### config.mk
export PLATFORM = sky130hd
export DESIGN_NAME = trig_seq_scheduler
export DESIGN_NICKNAME = d
export VERILOG_FILES = /design/src/rtl/trig_seq_pkg.sv /design/src/rtl/trig_req_fifo.sv /design/src/rtl/trig_seq_scheduler.sv
export SDC_FILE = /design/constraint.sdc
export NUM_CORES = 1
export LEC_CHECK = 0
export CORE_ASPECT_RATIO = 0.6
export CORE_UTILIZATION = 50
export CTS_BUF_LIST = sky130_fd_sc_hd__clkbuf_2
export CTS_CLUSTER_DIAMETER = 150
export DETAILED_ROUTE_END_ITERATION = 8
export PLACE_DENSITY = 0.69
export SETUP_SLACK_MARGIN = 0.05
export SLEW_MARGIN = 40
export SYNTH_ARGS = -nofsm -noshare
export SYNTH_HDL_FRONTEND = slang
export SYNTH_SLANG_ARGS = --single-unit
### constraint.sdc
create_clock -name I_clk -period 4.3 [get_ports I_clk]
set_input_delay 0.645 -clock I_clk [delete_from_list [all_inputs] [get_ports I_clk]]
set_output_delay 0.645 -clock I_clk [all_outputs]
set_load 0.01 [all_outputs]
### src/rtl/trig_seq_pkg.sv
// Shared types for the trigger burst sequencer: FSM states, queued request format, step clamp.
// Latency: n/a (types and a pure function only).
// Backpressure: n/a.
package trig_seq_pkg;

    localparam int FIFO_DEPTH_DEF = 4;
    localparam int PULSE_W_DEF    = 4;
    localparam int MIN_STEP_DEF   = 8;

    typedef enum logic [1:0] {
        ST_IDLE  = 2'd0,
        ST_PULSE = 2'd1,
        ST_GAP   = 2'd2,
        ST_DONE  = 2'd3
    } state_t;

    typedef struct packed {
        logic [31:0] num;
        logic [31:0] step;
    } req_t;

    // Periods shorter than the minimum would overlap pulses, so they are raised to it.
    function automatic logic [31:0] step_clamp(input logic [31:0] step,
                                               input logic [31:0] min_step);
        return (step < min_step) ? min_step : step;
    endfunction

endpackage

### src/rtl/trig_req_fifo.sv
// Request queue: synchronous FIFO of {num, step_eff} entries with level and flush.
// Latency: an entry pushed at edge n is visible on rdata (empty=0) in the following cycle.
// Backpressure: a push when full is ignored unless a pop happens in the same cycle.
module trig_req_fifo
    import trig_seq_pkg::*;
#(
    parameter  int DEPTH = FIFO_DEPTH_DEF,
    localparam int AW    = $clog2(DEPTH),
    localparam int LW    = $clog2(DEPTH + 1)
) (
    input  logic          clk,
    input  logic          rst,
    input  logic          flush,
    input  logic          push,
    input  req_t          wdata,
    input  logic          pop,
    output req_t          rdata,
    output logic          full,
    output logic          empty,
    output logic [LW-1:0] level
);

    req_t          mem [DEPTH];
    logic [AW-1:0] wr_ptr;
    logic [AW-1:0] rd_ptr;
    logic [LW-1:0] count;
    logic          do_push;
    logic          do_pop;

    assign full    = (count == LW'(DEPTH));
    assign empty   = (count == '0);
    assign level   = count;
    assign rdata   = mem[rd_ptr];
    assign do_pop  = pop && !empty;
    assign do_push = push && (!full || pop);

    // Pointer and occupancy bookkeeping; flush empties the queue in one cycle.
    always_ff @(posedge clk) begin
        if (rst || flush) begin
            wr_ptr <= '0;
            rd_ptr <= '0;
            count  <= '0;
        end else begin
            if (do_push) wr_ptr <= wr_ptr + AW'(1);
            if (do_pop)  rd_ptr <= rd_ptr + AW'(1);
            count <= count + LW'(do_push) - LW'(do_pop);
        end
    end

    // Storage array; contents need no reset because empty gates every read.
    always_ff @(posedge clk) begin
        if (do_push && !rst && !flush) mem[wr_ptr] <= wdata;
    end

endmodule

### src/rtl/trig_seq_scheduler.sv
// Plays queued {num, step} requests as num trigger pulses, PULSE_W high, one every step_eff cycles.
// Latency: strobe at t into an idle empty queue -> first rise t+2; next burst rises 2 cycles after done.
// Backpressure: I_hold freezes the gap countdown only; full queue drops requests and sets O_overflow.
module trig_seq_scheduler
    import trig_seq_pkg::*;
#(
    parameter  int FIFO_DEPTH = FIFO_DEPTH_DEF,
    parameter  int PULSE_W    = PULSE_W_DEF,
    parameter  int MIN_STEP   = MIN_STEP_DEF,
    localparam int LW         = $clog2(FIFO_DEPTH + 1)
) (
    input  logic          I_clk,
    input  logic          I_rst,
    input  logic          I_trig,
    input  logic [31:0]   I_trig_num,
    input  logic [31:0]   I_trig_step,
    input  logic          I_hold,
    input  logic          I_abort,
    input  logic          I_clr_ovf,
    output logic          O_trig_pulse,
    output logic [31:0]   O_pulse_idx,
    output logic          O_busy,
    output logic          O_done,
    output logic [LW-1:0] O_q_level,
    output logic          O_overflow
);

    state_t      state, state_nxt;
    logic [31:0] cnt, cnt_nxt;
    logic [31:0] idx, idx_nxt;
    logic [31:0] num_r, num_nxt;
    logic [31:0] step_r, step_nxt;
    logic        pop;
    logic        push;
    logic        ovf_evt;
    logic        q_full;
    logic        q_empty;
    req_t        q_wdata;
    req_t        q_rdata;

    // Abort outranks a same-cycle request; zero-length bursts never enter the queue.
    assign push    = I_trig && (I_trig_num != 32'd0) && !I_abort;
    assign ovf_evt = push && q_full && !pop;
    assign q_wdata = '{num: I_trig_num, step: step_clamp(I_trig_step, 32'(MIN_STEP))};

    trig_req_fifo #(.DEPTH(FIFO_DEPTH)) u_fifo (
        .clk   (I_clk),
        .rst   (I_rst),
        .flush (I_abort),
        .push  (push),
        .wdata (q_wdata),
        .pop   (pop),
        .rdata (q_rdata),
        .full  (q_full),
        .empty (q_empty),
        .level (O_q_level)
    );

    // Burst FSM state and counters register.
    always_ff @(posedge I_clk) begin
        if (I_rst) begin
            state  <= ST_IDLE;
            cnt    <= '0;
            idx    <= '0;
            num_r  <= '0;
            step_r <= '0;
        end else begin
            state  <= state_nxt;
            cnt    <= cnt_nxt;
            idx    <= idx_nxt;
            num_r  <= num_nxt;
            step_r <= step_nxt;
        end
    end

    // Next-state logic: cnt times the pulse high phase, then the low gap up to step_eff.
    always_comb begin
        state_nxt = state;
        cnt_nxt   = cnt;
        idx_nxt   = idx;
        num_nxt   = num_r;
        step_nxt  = step_r;
        pop       = 1'b0;
        if (I_abort) begin
            state_nxt = ST_IDLE;
            cnt_nxt   = '0;
        end else begin
            unique case (state)
                ST_IDLE: begin
                    if (!q_empty) begin
                        pop       = 1'b1;
                        num_nxt   = q_rdata.num;
                        step_nxt  = q_rdata.step;
                        idx_nxt   = '0;
                        cnt_nxt   = '0;
                        state_nxt = ST_PULSE;
                    end
                end
                ST_PULSE: begin
                    if (cnt == 32'(PULSE_W - 1)) begin
                        cnt_nxt   = '0;
                        state_nxt = (idx == num_r - 32'd1) ? ST_DONE : ST_GAP;
                    end else begin
                        cnt_nxt = cnt + 32'd1;
                    end
                end
                ST_GAP: begin
                    if (!I_hold) begin
                        if (cnt == step_r - 32'(PULSE_W) - 32'd1) begin
                            cnt_nxt   = '0;
                            idx_nxt   = idx + 32'd1;
                            state_nxt = ST_PULSE;
                        end else begin
                            cnt_nxt = cnt + 32'd1;
                        end
                    end
                end
                ST_DONE: begin
                    state_nxt = ST_IDLE;
                end
                default: begin
                    state_nxt = ST_IDLE;
                end
            endcase
        end
    end

    // Sticky overflow flag; a fresh drop wins over a same-cycle clear.
    always_ff @(posedge I_clk) begin
        if (I_rst)          O_overflow <= 1'b0;
        else if (ovf_evt)   O_overflow <= 1'b1;
        else if (I_clr_ovf) O_overflow <= 1'b0;
    end

    assign O_trig_pulse = (state == ST_PULSE);
    assign O_done       = (state == ST_DONE);
    assign O_busy       = (state != ST_IDLE) || !q_empty;
    assign O_pulse_idx  = idx;

endmodule

==> results.md <==
### Synth
• **Synth area leaders** edfxtp_1 (43%), dfxtp_1 (15%), mux4_2 (8.1%)
• **count leader, synth** edfxtp_1
• **count of state elements after synthesis** 394
• **Mapped Area** 17,890 µm²
• **Gate Count Post-Synth** 1,501
• **number of enable-type register cells in the synthesized netlist** 256
• **syn_area_per_cell** 11.92 µm²
• **register area share after synthesis** 0.5841
• **Post-Synthesis Net Count** 1,586
• **number of library cell types mapped by synthesis** 74
• **primary flip-flop cell chosen by synthesis mapping** edfxtp_1
• **most area-hungry cell type in the Yosys netlist** edfxtp_1
• **most frequent cells after synthesis** edfxtp_1 (256), nand2_1 (192), dfxtp_1 (138)
• **ys async rst share** 0
• **warning count from the yosys run** 0
• **Synth top area share** 0.4297

### Critical path
• **slowest stage delay, CP** 600 ps
• **capturing element type of the critical path** flop
• **setup slack of the worst register-to-register path** 320 ps
• **Worst Path Max Fanout** 15
• **Worst EP arrival** 4890 ps
• **WP data required** 5220 ps
• **gate family responsible for the most delay along the worst path** simple AND/OR/NAND/NOR gates
• **category of the worst setup path launch point** flop
• **Slowest-stage cell, CP** or4_1
• **Buf+Inv Stages, Crit Path** 0
• **critical-path cell list** or4_4 -> or3_1 -> o31a_1 -> o311ai_1 -> a22oi_1 -> nor4_2 -> and4_1 -> o2111ai_2 -> or4_1 -> o21ai_0
• **WS Path Type** reg2reg

### Min path
• **Hold WC Path Type** in2reg

### Run status
• **result of the run** finished clean

### Clock tree
• **CTS tree** yes
• **H-tree level count** 3
• **number of buffers on the longest clock path** 3
• **master cell of the clock root buffer** clkbuf_2
• **clock buffer count from CTS** 91
• **post-CTS clock slew at the launch and capture registers of the worst setup and hold paths** 110 ps
• **setup bufs post-CTS** 0
• **clock insertion delay at the later pin of the skew report** 1010 ps
• **clock sink count** 394

### Timing
• **slew margin rel.** 0.4706
• **final setup fails** 0
• **final critical-path required period** 3977 ps
• **setup tns final** 0 ps
• **worst slew pin tran** 794.1 ps
• **Slew Viols, Final** 0
• **total count of hold-check failures in the final report** 0
• **post-route fraction of the period consumed by the critical path** 0.9249
• **maximum operating frequency** 251.4 MHz
• **setup repair after global routing missed its margin** false
• **worst-case clock skew** 58.73 ps

### Final layout
• **area added between synthesis and finish** 12.92%
• **number of cells in the finished layout apart from fillers** 2,155
• **nets** 1,701
• **post-layout util** 0.5748
• **share of final-layout standard cells stronger than drive strength 1** 0.1553

### Power
• **power density normalized to cell area** 379.7 nW/µm²
• **share of total power in the clock network** 0.308
• **Max rail drop VDD** 0.1886 mV
• **P_sw** 2.219 mW
• **Reg power frac** 0.544
• **Internal** 5.451 mW
• **share of total power in combinational logic** 0.148
• **share of total power consumed by net switching** 0.2893
• **total leakage power** 6.797 nW

### Placement
• **HPWL after DPL** 30.09 mm
• **gpl congestion** 0.9579
• **Buffers on Ports** 108
• **placed cell count** 1,989

### Detailed routing
• **DR iter-0 viols** 1,358
• **routed wire length** 44.06 mm
• **vias per cell** 5.961
• **DR vias** 12,850
• **remaining number of nets flagged by the antenna check after routing** 0
• **number of design rule violations left after detail routing** 0
• **post-DR wirelength/cell** 20.45 µm
• **first-pass iteration count of the detailed router** 5

### Global route
• **antenna violations before repair** 1
• **vias in the first global route** 11,840
• **GRT Total Usage** 0.2454
• **largest net degree at the start of global routing** 67
• **remaining global-route overflow** 0
• **global-route wire length before repair** 68.21 mm

### Floorplanning
• **number of placed I/O pins** 109
• **placement row count** 53
• **starting density of the core** 0.5090
• **die area** 36,560 µm²
• **DIE HEIGHT** 148.5 µm
• **Chip Width** 246.2 µm
• **core region area** 35,150 µm²

### Flow run
• **total of max-cap violations** 0

power groups by stage:
stage	logic (mW)	registers [mW]	clock network [mW]
4_1_cts	1.12	4.17	2.42
6_report	1.13	4.18	2.36
3_5_place_dp	1.11	4.26	0
5_1_grt	1.25	4.19	2.60
2_1_floorplan	0.826	4.22	0
3_3_place_gp	1.09	4.25	0
flip-flops by register name, summed over array words and instances, names as in the netlist:
| name | cells |
|---|---|
| step_r | 32 |
| u_fifo.mem | 256 |
| u_fifo.rd_ptr | 2 |
| O_overflow | 1 |
| O_pulse_idx | 32 |
| cnt | 32 |
| num_r | 32 |
| state | 2 |
| u_fifo.wr_ptr | 2 |
| u_fifo.level | 3 |
worst reg2reg max path: cells and delay by family, from the launching register on:
family          cells  cell delay (ps)
compound gates      5             1120
flops               1              390
simple gates        5             2410
worst paths after layout:
| kind | from | endpoint | depth (start not counted) |
|---|---|---|---|
| worst min-delay path | I_clr_ovf | O_overflow$_SDFFE_PP0P_ | 4 |
| worst max register to register | step_r[3]$_SDFFE_PP0P_ | O_pulse_idx[12]$_SDFFE_PP0P_ | 10 |
| worst max-delay path | step_r[3]$_SDFFE_PP0P_ | O_pulse_idx[12]$_SDFFE_PP0P_ | 10 |
| worst min register to register | step_r[31]$_SDFFE_PP0P_ | step_r[31]$_SDFFE_PP0P_ | 2 |
area by class of cell:
| type | instances | area [µm²] |
|---|---|---|
| fillers | 2913 | 14950 |
| repair buffers | 131 | 1301 |
| multi-input cells | 970 | 6925 |
| clock buffers | 128 | 640.6 |
| well taps | 467 | 584.3 |
| clock inverters | 36 | 186.4 |
| inverters | 28 | 105.1 |
| flip-flops and latches | 394 | 10460 |
| diodes | 1 | 2.502 |
cells by family after synthesis:
group                      synth area share
and+or+nand+nor                      0.1503
DFF                                  0.5841
AOI/OAI and AO/OA                   0.09253
adders and majority gates           0.01091
buffers and inverters               0.02958
xor gates and xnor gates            0.04798
muxes                               0.08456
metrics by stage:
stage | setup WS, ps | cell area [µm²] | hold slack, ps | total power, mW
5_1_grt | 67.21 | 20200 | 188.4 | 8.038
4_1_cts | 330.1 | 20190 | 141.4 | 7.709
3_5_place_dp | 378.3 | 19350 | 467.5 | 5.369
3_3_place_gp | 413.7 | 19350 | 462.7 | 5.340
6_report | 322.8 | 20200 | 234.6 | 7.670
2_1_floorplan | 791.1 | 17890 | 447.8 | 5.044
repair_timing:
item                                    4_1_cts  5_1_grt
resized for setup                             0        1
endpoints found under the hold margin         1        0
hold buffers                                  1        0
endpoints found under the setup margin        0        7
placed cells by master (no fill, tap or decap), types with 20 or more instances in the layout:
| cell type | instances |
|---|---|
| mux4_2 | 64 |
| a21oi_1 | 97 |
| o21ai_0 | 51 |
| nand3_1 | 37 |
| clkdlybuf4s50_1 | 107 |
| xnor2_1 | 62 |
| nor3_1 | 36 |
| xor2_1 | 36 |
| dfxtp_1 | 136 |
| nor2_1 | 59 |
| or3_1 | 32 |
| inv_1 | 27 |
| edfxtp_1 | 256 |
| clkbuf_2 | 128 |
| nand4_1 | 20 |
| nand2_1 | 192 |
| nor4_1 | 40 |
| clkinv_1 | 25 |
layer usage:
layer  wire length, µm  vias to the layer above  GRT usage
met5                 0                        -          0
met4               573                        0    0.05870
met3              3783                       62    0.05540
met2             17500                      607     0.3225
met1             22200                     6256     0.4009
li1                  -                     5920          -
Power figures use the tool's default switching activity.
